==> src/rtl/paddle_motion_ctrl.sv <==
// Paddle motion engine: decodes manual/AI commands and steps a clamped, accelerating position.
// Define PADDLE_ACCEL_EN for multi-level acceleration; otherwise every step uses the level-0 period.
module paddle_motion_ctrl #(
  parameter int POS_W       = 10,
  parameter int AXIS_LEN    = 480,
  parameter int PDL_LEN     = 96,
  parameter int CLK_HZ      = 25_175_000,
  parameter int MIN_SPEED   = 300,
  parameter int MAX_SPEED   = 900,
  parameter int ACCEL_STEPS = 4,
  parameter int STEP_HOLD   = 8,
  parameter int AI_DEADBAND = 2
) (
  input  logic             clk_0,
  input  logic             rst,
  input  logic             reset_game,
  input  logic [1:0]       mode_choice,
  input  logic             move_up,
  input  logic             move_down,
  input  logic [POS_W-1:0] ai_target,
  output logic [POS_W-1:0] y_pos,
  output logic [2:0]       speed_lvl,
  output logic             at_top,
  output logic             at_bottom
);

  localparam int YMAX   = AXIS_LEN - PDL_LEN;
  localparam int CENTRE = (AXIS_LEN - PDL_LEN) / 2;

  function automatic int psc_of(input int l);
    if (ACCEL_STEPS <= 1) return CLK_HZ / MIN_SPEED;
    return CLK_HZ / (MIN_SPEED + l * (MAX_SPEED - MIN_SPEED) / (ACCEL_STEPS - 1));
  endfunction

  localparam int PSC_TAB [8] = '{psc_of(0), psc_of(1), psc_of(2), psc_of(3),
                                 psc_of(4), psc_of(5), psc_of(6), psc_of(7)};
  localparam int CNT_W = $clog2(psc_of(0) + 1);

  typedef enum logic [1:0] {IDLE, MOVE_UP, MOVE_DN} state_t;

  state_t           state_q, state_d;
  logic [POS_W-1:0] y_q, y_d;
  logic [CNT_W-1:0] psc_q, psc_d, psc_lim;
  logic [2:0]       lvl_q, lvl_d;
  logic [1:0]       mode_q;
  logic             at_top_q, at_bot_q;
  logic             cmd_up, cmd_dn, mode_chg, still_cmd, pinned;
  logic [POS_W:0]   pos_w, tgt_w;

`ifdef PADDLE_ACCEL_EN
  localparam int SC_W = (STEP_HOLD > 1) ? $clog2(STEP_HOLD) : 1;
  logic [SC_W-1:0] sc_q, sc_d;
`else
  logic [31:0] unused_hold;
  assign unused_hold = STEP_HOLD;
`endif

  // AI comparison runs one bit wider so target + deadband cannot wrap.
  assign pos_w = {1'b0, y_q};
  assign tgt_w = {1'b0, ai_target};

  always_comb begin
    cmd_up = 1'b0;
    cmd_dn = 1'b0;
    case (mode_choice)
      2'b10: begin
        cmd_up = move_up & ~move_down;
        cmd_dn = move_down & ~move_up;
      end
      2'b01: begin
        cmd_up = pos_w > tgt_w + (POS_W+1)'(AI_DEADBAND);
        cmd_dn = tgt_w > pos_w + (POS_W+1)'(AI_DEADBAND);
      end
      default: ;
    endcase
  end

  assign mode_chg  = (mode_choice != mode_q);
  assign still_cmd = (state_q == MOVE_UP) ? cmd_up : cmd_dn;
  assign pinned    = (state_q == MOVE_UP) ? (y_q == '0) : (y_q == POS_W'(YMAX));
  assign psc_lim   = CNT_W'(PSC_TAB[lvl_q] - 1);

  always_comb begin
    state_d = state_q;
    y_d     = y_q;
    psc_d   = psc_q;
    lvl_d   = lvl_q;
`ifdef PADDLE_ACCEL_EN
    sc_d    = sc_q;
`endif
    if (state_q == IDLE || mode_chg || !still_cmd) begin
      state_d = IDLE;
      psc_d   = '0;
      lvl_d   = '0;
`ifdef PADDLE_ACCEL_EN
      sc_d    = '0;
`endif
      if (state_q == IDLE && !mode_chg && (cmd_up || cmd_dn))
        state_d = cmd_up ? MOVE_UP : MOVE_DN;
    end else if (pinned) begin
      psc_d = '0;
      lvl_d = '0;
`ifdef PADDLE_ACCEL_EN
      sc_d  = '0;
`endif
    end else if (psc_q == psc_lim) begin
      psc_d = '0;
      y_d   = (state_q == MOVE_UP) ? y_q - 1'b1 : y_q + 1'b1;
`ifdef PADDLE_ACCEL_EN
      if (sc_q == SC_W'(STEP_HOLD - 1)) begin
        sc_d = '0;
        if (int'(lvl_q) < ACCEL_STEPS - 1) lvl_d = lvl_q + 1'b1;
      end else begin
        sc_d = sc_q + 1'b1;
      end
`endif
    end else begin
      psc_d = psc_q + 1'b1;
    end
`ifndef PADDLE_ACCEL_EN
    lvl_d = '0;
`endif
  end

  always_ff @(posedge clk_0) begin
    mode_q <= mode_choice;
    if (rst || reset_game) begin
      state_q  <= IDLE;
      y_q      <= POS_W'(CENTRE);
      psc_q    <= '0;
      lvl_q    <= '0;
      at_top_q <= (CENTRE == 0);
      at_bot_q <= 1'b0;
`ifdef PADDLE_ACCEL_EN
      sc_q     <= '0;
`endif
    end else begin
      state_q  <= state_d;
      y_q      <= y_d;
      psc_q    <= psc_d;
      lvl_q    <= lvl_d;
      at_top_q <= (y_d == '0);
      at_bot_q <= (y_d == POS_W'(YMAX));
`ifdef PADDLE_ACCEL_EN
      sc_q     <= sc_d;
`endif
    end
  end

  assign y_pos     = y_q;
  assign speed_lvl = lvl_q;
  assign at_top    = at_top_q;
  assign at_bottom = at_bot_q;

endmodule

==> config.mk <==
export PLATFORM = sky130hd
export DESIGN_NAME = paddle_motion_ctrl
export DESIGN_NICKNAME = d
export VERILOG_FILES = /design/src/rtl/paddle_motion_ctrl.sv
export SDC_FILE = /design/constraint.sdc
export NUM_CORES = 1
export LEC_CHECK = 0
export CAP_MARGIN = 10
export CORE_ASPECT_RATIO = 1.25
export CORE_MARGIN = 10
export CORE_UTILIZATION = 51
export CTS_CLUSTER_DIAMETER = 60
export DETAILED_ROUTE_END_ITERATION = 10
export PLACE_DENSITY = 0.77
export SKIP_CTS_REPAIR_TIMING = 1
export SLEW_MARGIN = 25
export SYNTH_ARGS = -nofsm -noshare
export SYNTH_HDL_FRONTEND = slang
export SYNTH_SLANG_ARGS = --single-unit
==> constraint.sdc <==
create_clock -name clk_0 -period 3.3 [get_ports clk_0]
set_input_delay 0.825 -clock clk_0 [delete_from_list [all_inputs] [get_ports clk_0]]
set_output_delay 0.825 -clock clk_0 [all_outputs]
set_load 0.01 [all_outputs]
==> flow_summary_export.csv, run 1 <==
group,metric,value,unit
synthesis,ys_seq_elements,33,
layout,final_area,3520,µm²
die,die_width,85.2,µm
layout,areaGrowthSynthToFinish,30.1,%
die,core.rowCount,29,
route,firstDrtPassIters,4,
critical_path,cp.arrival,3.34,ns
route,wl_met2,4080,µm
clocking,htreeDepth,2,
clocking,cts_tree,"built",
route,vias,2593,
synthesis,synth.distinct_cells,59,
synthesis,synthFlopType,"dfxtp_1",
critical_path,startpoint_type,"primary input",
clocking,cts_num_sinks,33,
power,clock_power_share,44.0,%
placement,pre_cts_ws,-0.537,ns
global_route,first_global_vias,2602,
global_route,grtUsageTotal,16.5,%
sta,slew_headroom,65.8,%
sta,worstMarginPinSlew,0.513,ns
synthesis,synth_cells,318,
global_route,grt_remaining_overflow,0,
route,met3_wirelength,222,µm
route,totalWireLength,7370,µm
route,avgRoutedWirePerCell,16.5,µm
synthesis,synth_warnings,0,
clocking,root_buffer,"clkbuf_8",
power,power.internal,705,µW
sta,clock_skew,0.00617,ns
job,drv_cap,0,
sta,period_minus_slack,3.16,ns
route,drtIter0Drc,56,
synthesis,async_flop_share,0,%
layout,drive_gt1_share,19.7,%
power,power_frac_seq,43.6,%
global_route,grt_max_degree,11,
route,viasPerCell,5.80,
placement,dpl-instance-area,3270,µm²
layout,nNetsFinal,434,
critical_path,crit_start,"ai_target[1]",
layout,seqCellArea,661,µm²
global_route,grt_pass1_wl,11800,µm
critical_path,crit_type,"primary input to flip-flop",
route,m1WireLength,2940,µm
sta,rsz0062_at_grt,"no",
synthesis,yosysSeqAreaShare,24.4,%
synthesis,netlist.area_leader.share,24.4,%
power,irDropWorstVdd,0.144,mV
power,power_density,260,nW/µm²
synthesis,avgSynthCellArea,8.52,µm²
power,p_sw,213,µW
hold_path,hold_path.class,"flip-flop to flip-flop",
synthesis,syn_area,2710,µm²
sta,hold_viol_final,0,
placement,gp_congestion,0.865,
power,swShare,23.2,%
die,start_util,53.0,%
layout,final_common_cell,"nor2_1",
clocking,numCtsBuffers,5,
sta,finalMaxSlewViolations,0,
power,comb_power_share,12.4,%
power,p_leak,1.51,nW
clocking,clk_pin_slew,0.07,ns
die,core_area,5120,µm²
synthesis,synth_edf_count,0,
sta,final.setup.worst_slack,0.141,ns
layout,multi_input_area,2060,µm²
clocking,clock_latency,0.29,ns
critical_path,cp-end-kind,"flip-flop",
die,die-area,8650,µm²
placement,io_buffers,28,
route,drt.antenna.violating_nets,0,
die,die_h,102,µm
hold_path,min-delay-start,"psc_q[0]",
layout,fill_cells,424,
critical_path,timing.rr.start,"y_pos[1]",
clocking,cts.path.max_buffers,2,
synthesis,synth_area_leaders,"dfxtp_1, ha_1, xnor2_1, xor2_1, nor2_1",
status,run_status,"complete, no violations",
layout,diodes,0,
placement,dp_hpwl,5610,µm
sta,max_freq,0.317,GHz
critical_path,required,3.48,ns
synthesis,synth_top_area_cell,"dfxtp_1",
sta,setup_viol,0,
sta,post-route-period-util,95.7,%
layout,final_cell_mix,"nor2_1, dfxtp_1, ha_1, buf_4, nand2_1",
critical_path,critPathMaxFanout,5,
route,drcViolationCount,0,
route,top_layer,"met4",
global_route,grt_antenna_before_repair,0,
die,io_pins,32,
==> path summary, 6_finish.rpt <==
path	cells past startpoint	to	slack, ns
setup / recovery	12	at_bottom	0.14
setup reg to reg	12	at_bottom	0.14
hold / removal	1	psc_q[0]	0.47
hold reg to reg	1	psc_q[0]	0.47
==> per-stage QoR <==
stage          setup TNS (ns)  util [%]  instances  hold slack [ns]  power, mW
2_1_floorplan               0         -        320            0.430      0.463
3_3_place_gp           -11.54      63.8        435            0.445      0.512
3_5_place_dp           -13.62      63.8        435            0.462      0.514
4_1_cts                 -4.86      66.1        443            0.480      0.914
5_1_grt                     0      68.9        447            0.514      0.947
6_report                    0      68.9        447            0.471      0.918
==> worst max-delay path, cell delays in order <==
cell,delay (ns)
dlymetal6s2s_1,0.16
ha_2,0.24
nand3_2,0.11
xor2_1,0.16
ha_1,0.19
a2111o_1,0.45
o32ai_4,0.31
nor2_2,0.08
o31ai_4,0.27
buf_6,0.17
mux2i_1,0.28
nor4b_2,0.08
==> cell usage after synthesis (4+ instances only) <==
library cell / instances
nor2_1: 41
dfxtp_1: 33
ha_1: 32
nand2_1: 24
xnor2_1: 20
xor2_1: 19
nand3_1: 16
a21oi_1: 13
inv_1: 11
nand4_1: 10
mux2i_1: 9
nor3_1: 7
and2_1: 5
and3_1: 5
o21ai_0: 5
a21o_1: 4
nor4b_1: 4
or2_2: 4
==> flip-flops by register name (all words and copies together) (netlist names) <==
signal	count
at_bottom	1
at_top	1
mode_q	2
psc_q	17
state_q	2
y_pos	10
==> cell type report <==
class                           instances  share of cell area, %
Multi-Input combinational cell        270                   58.4
Sequential cell                        33                   18.7
Timing Repair Buffer                   63                   16.2
Clock buffer                            7                   2.45
Tap cell                               62                   2.20
Inverter                               11                   1.17
Clock inverter                          1                  0.852
==> kinds of logic after synthesis <==
kind of cell	after synthesis	synth area share, %
mux	9	3.32
buf+inv	17	3.09
fa+ha+maj	33	15.5
other cells	1	0.138
simple gates	136	26.7
xor+xnor	39	12.6
flops	33	24.4
compound gates	50	14.2
==> routing by layer <==
| layer | vias up | global-route usage [%] |
|---|---|---|
| met5 | - | 0 |
| met4 | 0 | 4.82 |
| met3 | 11 | 3.13 |
| met2 | 38 | 32.5 |
| met1 | 1266 | 16.9 |
| li1 | 1278 | - |
==> power groups by stage <==
| stage | sequential (mW) | combinational (mW) | clock [mW] |
|---|---|---|---|
| 2_1_floorplan | 0.409 | 0.0536 | 0 |
| 3_3_place_gp | 0.409 | 0.103 | 0 |
| 3_5_place_dp | 0.409 | 0.105 | 0 |
| 4_1_cts | 0.400 | 0.105 | 0.408 |
| 5_1_grt | 0.400 | 0.125 | 0.422 |
| 6_report | 0.400 | 0.114 | 0.404 |
Power figures use the tool's default switching activity.
==> run 2: changes to the inputs <==
--- a/config.mk
+++ b/config.mk
@@ -17,3 +17,4 @@
 export SYNTH_ARGS = -nofsm -noshare
 export SYNTH_HDL_FRONTEND = slang
 export SYNTH_SLANG_ARGS = --single-unit
+export TNS_END_PERCENT = 100
==> results of run 2 <==
Same layout as run 1: the final DEF is identical, and so are final timing and power.
